## config.mk

```make
export PLATFORM = sky130hd
export DESIGN_NAME = preset_loader
export DESIGN_NICKNAME = d
export VERILOG_FILES = /design/src/rtl/preset_loader.sv
export SDC_FILE = /design/constraint.sdc
export NUM_CORES = 1
export LEC_CHECK = 0
export CORE_UTILIZATION = 40
export DETAILED_ROUTE_END_ITERATION = 8
export GPL_TIMING_DRIVEN = 0
export PLACE_DENSITY = 0.73
export SLEW_MARGIN = 15
export SYNTH_ARGS = -nofsm -noshare
export SYNTH_HDL_FRONTEND = slang
export SYNTH_SLANG_ARGS = --single-unit
export TNS_END_PERCENT = 1
```

## constraint.sdc

```tcl
create_clock -name clk -period 1.8 [get_ports clk]
set_input_delay 0.18 -clock clk [delete_from_list [all_inputs] [get_ports clk]]
set_output_delay 0.18 -clock clk [all_outputs]
set_load 0.02 [all_outputs]
```

## src/rtl/preset_loader.sv

```systemverilog
// preset_loader: packs the preset byte stream into BLOCK_LEN-cell RAM words and
// zero-fills the rest of the board.  rev 1.0
`default_nettype none

module preset_loader #(
  parameter int P_PARAM_N = 800,
  parameter int P_PARAM_M = 600,
  parameter int BLOCK_LEN = 32,
  parameter int ADDR_W    = 24
) (
  input  logic                 clk,
  input  logic                 reset_n,
  input  logic                 start,
  input  logic [7:0]           in_byte,
  input  logic                 in_valid,
  input  logic                 in_last,
  output logic                 in_ready,
  output logic                 wr_en,
  output logic [ADDR_W-1:0]    wr_addr,
  output logic [BLOCK_LEN-1:0] wr_data,
  output logic                 busy,
  output logic                 finish
);

  localparam int WORDS = P_PARAM_N * P_PARAM_M / BLOCK_LEN;
  localparam int BPW   = BLOCK_LEN / 8;
  localparam int BI_W  = (BPW > 1) ? $clog2(BPW) : 1;

  localparam logic [ADDR_W-1:0] LAST_ADDR = ADDR_W'(WORDS - 1);
  localparam logic [BI_W-1:0]   LAST_IDX  = BI_W'(BPW - 1);

  localparam logic [2:0] S_IDLE  = 3'd0;
  localparam logic [2:0] S_LOAD  = 3'd1;
  localparam logic [2:0] S_FLUSH = 3'd2;
  localparam logic [2:0] S_FILL  = 3'd3;
  localparam logic [2:0] S_DONE  = 3'd4;

  logic [2:0]           state_q,     state_d;
  logic [ADDR_W-1:0]    word_addr_q, word_addr_d;
  logic [BI_W-1:0]      byte_idx_q,  byte_idx_d;
  logic [BLOCK_LEN-1:0] buf_q,       buf_d;
  logic                 wr_en_q,     wr_en_d;
  logic [ADDR_W-1:0]    wr_addr_q,   wr_addr_d;
  logic [BLOCK_LEN-1:0] wr_data_q,   wr_data_d;
  logic                 finish_q,    finish_d;
  logic [BLOCK_LEN-1:0] merged;

  always_comb begin
    merged = buf_q;
    for (int b = 0; b < BPW; b++) begin
      if (byte_idx_q == BI_W'(b)) merged[8*b +: 8] = in_byte;
    end
  end

  always_comb begin
    state_d     = state_q;
    word_addr_d = word_addr_q;
    byte_idx_d  = byte_idx_q;
    buf_d       = buf_q;
    wr_en_d     = 1'b0;
    wr_addr_d   = wr_addr_q;
    wr_data_d   = wr_data_q;
    finish_d    = finish_q;
    case (state_q)
      S_IDLE, S_DONE: begin
        if (start) begin
          state_d     = S_LOAD;
          word_addr_d = '0;
          byte_idx_d  = '0;
          buf_d       = '0;
          finish_d    = 1'b0;
        end else begin
          // DONE is entered with the final write; finish follows one cycle later.
          finish_d = 1'b1;
        end
      end
      S_LOAD: begin
        if (in_valid) begin
          if (byte_idx_q == LAST_IDX) begin
            wr_en_d    = 1'b1;
            wr_addr_d  = word_addr_q;
            wr_data_d  = merged;
            buf_d      = '0;
            byte_idx_d = '0;
            if (word_addr_q == LAST_ADDR) begin
              state_d = S_DONE;
            end else begin
              word_addr_d = word_addr_q + 1'b1;
              if (in_last) state_d = S_FILL;
            end
          end else begin
            buf_d      = merged;
            byte_idx_d = byte_idx_q + 1'b1;
            if (in_last) state_d = S_FLUSH;
          end
        end
      end
      S_FLUSH, S_FILL: begin
        // The buffer is cleared after every word, so unfilled bytes are already zero.
        wr_en_d   = 1'b1;
        wr_addr_d = word_addr_q;
        wr_data_d = (state_q == S_FLUSH) ? buf_q : '0;
        buf_d     = '0;
        if (word_addr_q == LAST_ADDR) begin
          state_d = S_DONE;
        end else begin
          word_addr_d = word_addr_q + 1'b1;
          state_d     = S_FILL;
        end
      end
      default: state_d = S_IDLE;
    endcase
  end

  always_ff @(posedge clk) begin
    if (!reset_n) begin
      state_q     <= S_IDLE;
      word_addr_q <= '0;
      byte_idx_q  <= '0;
      buf_q       <= '0;
      wr_en_q     <= 1'b0;
      wr_addr_q   <= '0;
      wr_data_q   <= '0;
      finish_q    <= 1'b1;
    end else begin
      state_q     <= state_d;
      word_addr_q <= word_addr_d;
      byte_idx_q  <= byte_idx_d;
      buf_q       <= buf_d;
      wr_en_q     <= wr_en_d;
      wr_addr_q   <= wr_addr_d;
      wr_data_q   <= wr_data_d;
      finish_q    <= finish_d;
    end
  end

  assign in_ready = (state_q == S_LOAD);
  assign wr_en    = wr_en_q;
  assign wr_addr  = wr_addr_q;
  assign wr_data  = wr_data_q;
  assign finish   = finish_q;
  assign busy     = ~finish_q;

endmodule

`default_nettype wire

```

After elaboration in Yosys (flattened, before gate mapping). Index checks and enable logic that the tools add are counted.

Register bits: 119. Latch bits: 0. Memory bits (writable): 0. ROM bits: 0. Bits of input ports: 13. Logic and storage cells: 72. Memories kept: 0.

Add/sub/neg operators: 2. Multiply operators: 0. Div/mod/pow operators: 0. Magnitude comparators: 0. Equal/unequal tests: 13. Shift-type cells: 0. Muxes and demuxes: 36. Bitwise logic cells: 1. Reductions and logical operators: 12.

Operators by type and width (number): 2-to-1 mux 32 bit (6); 2-to-1 mux 24 bit (6); case mux 32 bit (3 select lines) (1); case mux 24 bit (3 select lines) (1); case mux 32 bit (2 select lines) (1); case mux 24 bit (2 select lines) (1); 2-to-1 mux 8 bit (4); adder 24 x 1 -> 24 bit, second input constant (1); == test 24 x 14 -> 1 bit, second input constant (1); 2-to-1 mux 3 bit (7); case mux 3 bit (3 select lines) (1); AND reduction 3 bit (3); AND reduction 4 bit (2); == test 3 x 2 -> 1 bit, second input constant (2); 2-to-1 mux 2 bit (3); inequality test 3 x 2 -> 1 bit, second input constant (2); == test 2 bit, second input constant (2); inequality test 2 bit, second input constant (2); case mux 2 bit (2 select lines) (1); nonzero test 2 bit (2); OR reduction 2 bit (2); == test 3 x 1 -> 1 bit, second input constant (1); == test 3 bit, second input constant (1); zero test 3 bit (1); 8 further kinds (10).

Longest topological paths before layout.
Depth after elaboration: 5. Depth in mapped cells: 8. Depth with buffers taken out: 6.

Least setup slack after synthesis. Ideal clock, no wire load.

Path type: register to register. Start point: reg byte_idx_q[0]. End point: reg wr_addr_q[16] (netlist: wr_addr[16]). Setup time: 0.070 ns. Arrival: 1.855 ns. Data required time: 1.730 ns. Setup slack: -0.126 ns. Cell stages (with the launch flop): 9. Buffers on the path: 3. Clock period less this slack: 1.926 ns. Cell sequence: dfxtp_1 -> ha_1 -> a31oi_1 -> or2_2 -> clkbuf_1 -> clkbuf_1 -> buf_1 -> nand2_1 -> a21oi_1.

Word-level cells in the longest chain between the ends: 3.

RTL lines: start, declared (RTL line 40) `logic [BI_W-1:0] byte_idx_q, byte_idx_d;`; start signal, assigned (RTL line 128) `byte_idx_q <= byte_idx_d;`; == test 2 bit (RTL line 79) `if (byte_idx_q == LAST_IDX) begin`; inequality test 2 x 1 -> 1 bit (no line); AND reduction 3 bit (no line); end signal, assigned (RTL line 131) `wr_addr_q <= wr_addr_d;`; end, declared (RTL line 43) `logic [ADDR_W-1:0] wr_addr_q, wr_addr_d;`.

Every way passes these cells. A chain may end at the register's enable or synchronous reset.

Final worst setup path.
Start point: reg state_q[2]. End point: reg word_addr_q[17].

Word-level cells in the longest chain between the ends: 4. Elaborated cells between the ends (all ways): 13.

RTL lines: start, declared (RTL line 38) `logic [2:0] state_q, state_d;`; start signal, assigned (RTL line 126) `state_q <= state_d;`; == test 3 bit, or another cell as far along (RTL line 64) `case (state_q)`; OR reduction 2 bit (RTL line 64); inequality test 2 bit (no line) / nonzero test 3 bit (equally long branches); AND reduction 4 bit (no line); end signal, assigned (RTL line 127) `word_addr_q <= word_addr_d;`; end, declared (RTL line 39) `logic [ADDR_W-1:0] word_addr_q, word_addr_d;`.

Parallel ways exist; a longest one is shown, timed or not.

==> summary by stage <==
CTS
The maximum buffer depth of the clock tree is 2. The number of buffers inserted during clock tree synthesis is 17. The clock net sink count is 119.

The H-tree depth is 4. The clock tree from TritonCTS is built. The clock latency on the worst-skew pair is approximately 0.42 ns. Clock tree synthesis selected as its root buffer the cell clkbuf_16. After clock tree synthesis, the clock-pin slew on the worst setup and hold paths is around 0.05 ns.

Critical path
The critical path arrival is around 2.2 ns. The endpoint identified for the worst register-to-register timing path is word_addr_q[17]. The start point of the critical path is state_q[2].

In this run the worst setup path terminates at word_addr_q[17]. The reg2reg setup slack is -0.09 ns. Data on the critical path is required at its endpoint by 2.15 ns. The depth of the worst register-to-register path is 6. By startpoint and endpoint, the worst setup path is classified as flip-flop to flip-flop. The capturing element type of the critical path is a flip-flop. The worst setup path is launched from a flip-flop.

The launch point of the worst reg-to-reg path is state_q[2]. Along the worst path, the maximum fanout reaches 10.

Finish
The area added between synthesis and finish is 35.1%. The filler cell count is a little over 1,000. Leaving out fill and tap cells, the most frequent cells in the layout are dfxtp_1, nand2_1, clkdlybuf4s50_1, nor2_1, a21oi_1. The utilization after layout is 0.560. The finished layout holds 823 standard cells, fillers aside. The most common library cell in the layout ignoring fill and taps is dfxtp_1. The final net count is just under 700. The repair_antennas step left the layout with diodes totalling 0.

In the final layout, the share of cells above drive strength 1 is 0.134.

Power
The internal cell power is around 5.4 mW. Of the total power, the share spent switching nets is 0.269. Of the total power, registers draw 0.388.

Of the total power, the clock network draws 0.449. For this design the total switching power over the nets is between 1.5 and 2 mW. The share of total power dissipated in combinational logic is 0.163. VDD sags by at most roughly 0.52 mV. The leakage power is ~2.3 nW.

The total power density per cell area is ~1100 nW/um^2. After layout, the design draws a total of around 7.3 mW.

Place
Buffers placed on the I/O ports in this run total between 70 and 80. The worst slack after detailed placement is -0.823 ns. The sum of net half-perimeters after detailed placement is 8.67 mm.

The number of placed instances with taps included is approximately 790. The placer congestion estimate is 0.902.

Floorplanning
For this configuration, the core starts out at a cell density of 0.415. After floorplanning, the core was sized to cover about 12,000 sq um. In this run the vertical extent of the chip is approximately 110 microns. The floorplan has 39 rows. The area enclosed by the die boundary is around 12,000 sq um. During I/O placement, the number of pins put on the boundary was between 70 and 80. The die width is 112 microns.

Timing
For this run, the top clock speed supported by timing is ~0.53 GHz. The total setup violations reported at the end of the flow is 40. Of the available clock period, the critical path in the final layout requires 1.05. On the final layout, the worst hold slack is approximately 0.099 ns. Once routing completed, OpenROAD measured the worst setup slack at -0.0947 ns. For the pin with the worst max-slew slack, the measured transition is between 0.5 and 0.6 ns. The hold violation count in the final report is 0. The worst clock skew is ~0.011 ns. The final period demand of the worst path is 1.89 ns. The final count of pins violating max slew is 0.

Setup repair after global routing could not meet its margin everywhere. Headroom to the max-slew limit came out at 0.644.

GRT
The maximum number of pins on one net before global-route repair is 17. In the global route stage, overall resource usage came out at 0.213. The initial antenna violation count was 0.

The via count of the first global-routing pass is 4,336. The first global-routing pass estimated approximately 21 mm of wire. The total congestion overflow is 0.

Route
For this block, the initial DRC count from the detailed router was 263. Wires add up to about 13 mm. Using the TritonRoute via totals, the vias-per-cell ratio works out to ~5.5.

The number of remaining DRC errors is 6. The first TritonRoute pass finished after 9 iterations. The post-detailed-route count of antenna-violating nets is 0.

The routed wire length per instance is between 15 and 20 microns. The routed layout has about 4,500 vias.

Synthesis
The total nets after synthesis is 590. Counting distinct cell types in the post-synthesis netlist gives 46. The share of synthesized area in the top cell type comes to 0.497. Counting flops with an async set or reset pin after synthesis yields a share of 0. The number of flops mapped to enable cells by yosys is 0. Each instance of the synthesized netlist takes up on average about 8.4 sq um. Synthesis handed over a netlist of ~570 instances. The cell accounting for the most synthesized area is dfxtp_1. By area the synthesized netlist is led by dfxtp_1, nand2_1, a221oi_1, a21oi_1, nor2_1. The primary flip-flop cell chosen by synthesis mapping is dfxtp_1. The number of warnings issued by yosys is 0. Counting flops and latches in the post-synthesis netlist gives about 120. The share of the Yosys chip area taken by registers is 0.497. The total standard cell area after synthesis is 4800 sq um.

Hold path
The classification of the worst-slack hold path is input port to flip-flop.

Run
The max capacitance violation total is 0.

Run status
The flow ran to the end, but the final reports show violations. The final reports fail on design-rule violations, negative setup slack.
[layout make-up]
class                           instances  area [sq um]  area share
Buffer                                 36           199      0.0307
Timing Repair Buffer                   80           779       0.120
Tap cell                              143           179      0.0276
Inverter                                7          26.3     0.00405
Sequential cell                       119          2390       0.369
Clock inverter                          9          98.8      0.0153
Clock buffer                           23           478      0.0737
Multi-Input combinational cell        406          2330       0.359
[cells in the mapped netlist (all sizes together), types with 2 or more instances]
master	n
a21oi	55
a221oi	32
and2	13
and3	3
buf	14
clkbuf	26
dfxtp	119
ha	5
inv	6
nand2	87
nand2b	2
nand3	34
nand3b	2
nand4	14
nand4b	2
nor2	65
nor3	36
nor4b	3
o21ai	11
o311ai	3
or2	2
or3b	2
xnor2	3
xor2	18
[kinds of logic (layout without fill, tap and decap cells)]
| logic type | Yosys count | in the layout | share of synthesized area |
|---|---|---|---|
| compound gates | 109 | 109 | 0.150 |
| xor+xnor | 21 | 21 | 0.0383 |
| fa+ha+maj | 5 | 5 | 0.0130 |
| buf+inv | 47 | 155 | 0.0399 |
| flops | 119 | 119 | 0.497 |
| simple gates | 271 | 271 | 0.262 |
[critical path, cell delays in order (launching register included)]
cell,delay [ns]
dfxtp_1,0.32
buf_2,0.20
nand4b_1,0.25
a311oi_4,0.43
nand3_2,0.14
or3_1,0.36
a21oi_1,0.12
[worst min path at each step]
stage | start | slack, ns | cells after the start | end
global placement | buf_q[11] | 0.44 | 2 | buf_q[11]
floorplan | in_byte[0] | 0.33 | 2 | buf_q[0]
detailed placement | buf_q[24] | 0.45 | 1 | buf_q[24]
finish | reset_n | 0.1 | 2 | finish
CTS | reset_n | 0.09 | 2 | finish
global route | reset_n | 0.10 | 2 | finish
[stage by stage]
step,area [sq um],TNS (ns)
6_report,6480,-1.88
5_1_grt,6480,-7.59
2_1_floorplan,4800,-0.266
3_5_place_dp,5690,-55.46
4_1_cts,6370,-3.42
3_3_place_gp,5690,-51.68
[sequential cells by signal, indices dropped and copies added (netlist names)]
signal / count
buf_q: 32
wr_data: 32
word_addr_q: 24
wr_addr: 24
state_q: 3
byte_idx_q: 2
finish: 1
wr_en: 1
[what timing repair did]
action	4_1_cts	5_1_grt
setup endpoints to repair	117	114
resized for setup	46	32
buffers inserted	2	6
pin swaps	6	9
hold endpoints to repair	0	0
hold buffers	0	0
gates cloned	1	0
[layer usage]
layer | global-route usage | part of all wire | vias up
met5 | 0 | 0 | -
li1 | - | - | 2208
met3 | 0.0615 | 0.072 | 25
met1 | 0.266 | 0.43 | 2129
met4 | 0.0847 | 0.018 | 0
met2 | 0.348 | 0.48 | 182
[power by group through the flow]
stage          combinational (mW)  clock, mW  sequential, mW
6_report                     1.19       3.29            2.85
3_5_place_dp                 1.08          0            2.90
4_1_cts                      1.13       3.31            2.85
5_1_grt                      1.29       3.44            2.86
2_1_floorplan               0.556          0            3.00
3_3_place_gp                 1.06          0            2.89
No activity file was read; power rests on OpenSTA's default activity.
==> RTL edit 1, RTL diff (same settings) <==
Change the parameter `P_PARAM_M` from 600 to 300.
--- a/src/rtl/preset_loader.sv
+++ b/src/rtl/preset_loader.sv
@@ -6,3 +6,3 @@
   parameter int P_PARAM_N = 800,
-  parameter int P_PARAM_M = 600,
+  parameter int P_PARAM_M = 300,
   parameter int BLOCK_LEN = 32,
Function: same outputs for any inputs over 4 cycles, from zero or initial values and one cycle with reset_n low; that may be too few to reach the edited logic, so the function may still have changed.
==> RTL edit 1 against the original RTL <==
- the run ends with setup timing left
- sequential cell count unchanged
- critical path type unchanged
- wire length up 4.4%
- first-iteration DRC count up 38%
- cell area up 4.8%
- power up 2.3%
- synthesized area up 4.6%
- setup slack better by 12 ps
- critical endpoint is now word_addr_q[22]
==> RTL edit 1: results <==
{
  "hold_depth": 4,
  "netlist_instances": 575,
  "finalWorstSetupSlack_ps": -82.40,
  "ys_seq_area_share_pct": 47.47,
  "first_pass_iters": 5,
  "cp_data_arrival_time_ps": 2170,
  "dp_worst_setup_slack_ps": -469.2,
  "drive_gt1_share_pct": 14.66,
  "met1_length_mm": 5.923,
  "synth_xor_area_share_pct": 3.316,
  "synth.net_count": 593,
  "grt_util_met3_pct": 6.004,
  "placed_cells": 814,
  "fin_hold_ws_ps": 210.0,
  "drt_wl_total_mm": 13.53,
  "dp_hpwl_mm": 8.896,
  "whs_endpoint": "byte_idx_q[0]",
  "relSlewSlack_pct": 60.58,
  "setup_violations": 10,
  "status": "finished, violations left",
  "post_drt_wl_per_cell_um": 15.92,
  "grt_max_degree": 17,
  "violations": "setup timing",
  "yosysUniqueCellTypes": 53,
  "routabilityCongestion": 0.8874,
  "grt_first_pass_wirelength_mm": 21.74,
  "viasPerCell": 5.419,
  "grt_pass1_vias": 4459,
  "met1_usage_pct": 26.03,
  "yosys-top-cells-count": "119 x dfxtp_1, 87 x nand2_1, 57 x nor2_1",
  "finalClockSkew_ps": 7.403,
  "worst_hold_path_type": "in2reg",
  "cp-startpoint": "state_q[1]",
  "critPathMaxFanout": 6,
  "fin_nets": 687,
  "antenna_found_initial": 0,
  "fin_tns_setup_ps": -267.4,
  "grt_use_total_pct": 21.44,
  "synthAdderAreaFrac_pct": 1.247,
  "p_leak_nw": 2.391,
  "cp_slowest_cell": "or3b_1",
  "min_from": "in_valid",
  "place_area_um2": 5939,
  "ir_worst_vdd_v": 0.0004545,
  "synth.area.top_cells": "dfxtp_1 47%, nand2_1 6.5%, a221oi_1 5.6%, nor3b_1 5.1%, nor2_1 4.3%",
  "wl_met3_um": 910,
  "reg2reg_to": "word_addr_q[22]",
  "gr-usage-met2_pct": 34.67,
  "met2_length_mm": 6.374,
  "synth_compound_area_share_pct": 16.08,
  "drtIter0Drc": 362,
  "max_stage_delay_ps": 400,
  "ff2ff_path_depth": 7
}
==> RTL edit 1: power by group <==
group	internal, mW	total [mW]	switching [mW]
clock network	2.36	3.63	1.27
registers	2.75	2.81	0.0671
logic	0.412	1.05	0.639
==> RTL edit 1: cell type report <==
class                      instances  area [µm²]
clock inverter                    14       196.4
fill                            1093        5318
inverter                          10       37.54
tap                              168       210.2
timing repair buffer              75       745.7
buffer                            40       249.0
sequential                       119        2390
multi-input combinational        406        2526
clock buffer                      18       439.2
==> RTL edit 1: critical path: cells and delay by family (launching register included) <==
family | cells | cell delay (ps)
simple gates | 3 | 570
compound gates | 1 | 350
flops | 1 | 330
buf+inv | 2 | 330
xor+xnor | 1 | 170
==> RTL edit 1: timing repair <==
item	CTS	global route
endpoints found under the setup margin	94	90
resized for setup	35	35
pin swaps	1	7
setup buffers	1	3
==> RTL edit 2, RTL diff (config.mk and constraints unchanged) <==
Without the edit above. `word_addr_q`, `buf_q`, `wr_addr_q` and `wr_data_q` no longer have a reset.
--- a/src/rtl/preset_loader.sv
+++ b/src/rtl/preset_loader.sv
@@ -117,8 +117,4 @@
       state_q     <= S_IDLE;
-      word_addr_q <= '0;
       byte_idx_q  <= '0;
-      buf_q       <= '0;
       wr_en_q     <= 1'b0;
-      wr_addr_q   <= '0;
-      wr_data_q   <= '0;
       finish_q    <= 1'b1;
@@ -126,10 +122,13 @@
       state_q     <= state_d;
-      word_addr_q <= word_addr_d;
       byte_idx_q  <= byte_idx_d;
-      buf_q       <= buf_d;
       wr_en_q     <= wr_en_d;
-      wr_addr_q   <= wr_addr_d;
-      wr_data_q   <= wr_data_d;
       finish_q    <= finish_d;
     end
+  end
+
+  always_ff @(posedge clk) begin
+    word_addr_q <= word_addr_d;
+    buf_q       <= buf_d;
+    wr_addr_q   <= wr_addr_d;
+    wr_data_q   <= wr_data_d;
   end
Function: differs if reset_n is asserted again (counterexample within 4 cycles, from zero or initial values and one cycle with reset_n low); with reset_n held inactive, the same outputs for 4 cycles.
==> RTL edit 2 against the original RTL <==
- the run ends with setup timing left
- via count shrank 19%
- synthesized area up 11%
- sequential cell count unchanged
- power is 6.1% higher
- setup slack worse by 57 ps
- synthesized cell count shrank 31%
- cell area rose by 10%
- sequential share of layout area up 12 points
- wire length down 9.0%
- largest power group is now registers
- highest routed layer unchanged
==> RTL edit 2: results <==
{
  "min_from": "word_addr_q[7]",
  "violations": "setup timing",
  "setup_violations": 15,
  "portBuffers": 72,
  "whs_endpoint": "wr_addr[7]",
  "grt_use_total_pct": 17.38,
  "reg2reg_to": "word_addr_q[20]",
  "met1_length_mm": 5.001,
  "dp_hpwl_mm": 7.443,
  "synth_edf_count": 112,
  "finalClockSkew_ps": 6.579,
  "num_vias": 3690,
  "drtIter0Drc": 247,
  "relSlewSlack_pct": 55.14,
  "finalWorstSetupSlack_ps": -152.1,
  "ir_worst_vdd_v": 0.0006170,
  "worst_hold_path_type": "reg2reg",
  "status": "finished, violations left",
  "yosysUniqueCellTypes": 50,
  "cp_data_arrival_time_ps": 2220,
  "p_leak_nw": 2.486,
  "yosys-top-cells-count": "112 x edfxtp_1, 47 x nor2_1, 30 x a22o_1",
  "drive_gt1_share_pct": 18.43,
  "max_stage_delay_ps": 610,
  "grt_first_pass_wirelength_mm": 18.38,
  "place_area_um2": 6335
}
RTL edit 2: repair_timing:
item                       CTS  global route
pin swaps                    9             7
resized for setup           21            18
hold endpoints to repair     0             0
buffers inserted             6             6
gates cloned                 1             1
setup endpoints to repair  153           140
RTL edit 2: where the power goes:
group	internal, mW	switching (mW)
sequential	3.33	0.171
combinational	0.386	0.491
clock	2.28	1.12
total	6.00	1.78
RTL edit 2: area by class of cell:
cell class              count  area (µm²)
repair buffers             85       833.3
plain buffers              17       115.1
inverters                   6       22.52
flip-flops and latches    119        3512
fillers                  1028        5677
clock buffers              20       436.7
well taps                 172       215.2
clock inverters            10       155.1
multi-input cells         253        1858
RTL edit 2: cells by family after synthesis:
logic type | share of synthesized area [%]
and+or+nand+nor | 13.93
adders and majority gates | 1.175
AOI/OAI and AO/OA | 10.27
DFF | 65.79
xor gates and xnor gates | 1.645
muxes | 4.699
buffers and inverters | 2.490
RTL edit 2: per-stage QoR:
stage | setup TNS, ps | cells
4_1_cts | -7632 | 675
3_5_place_dp | -57410 | 641
2_1_floorplan | -8795 | 396
6_report | -925.4 | 682
3_3_place_gp | -74660 | 640
5_1_grt | -6077 | 682
RTL edit 2: worst max-delay path by stage:
stage	from	endpoint	slack [ps]	cells after the start
floorplan	byte_idx_q[0]	state_q[2]	-170	5
global placement	in_valid	state_q[2]	-770	5
detailed placement	in_valid	word_addr_q[11]	-790	4
CTS	byte_idx_q[1]	wr_data[30]	-170	4
global route	word_addr_q[0]	word_addr_q[17]	-220	7
finish	word_addr_q[0]	word_addr_q[20]	-150	5
RTL edit 2: per-layer routing:
metal | global-route usage [%] | vias to the layer above
met4 | 6.006 | 0
met3 | 5.496 | 20
li1 | - | 1756
met1 | 22.78 | 1755
met2 | 27.14 | 159
met5 | 0 | -
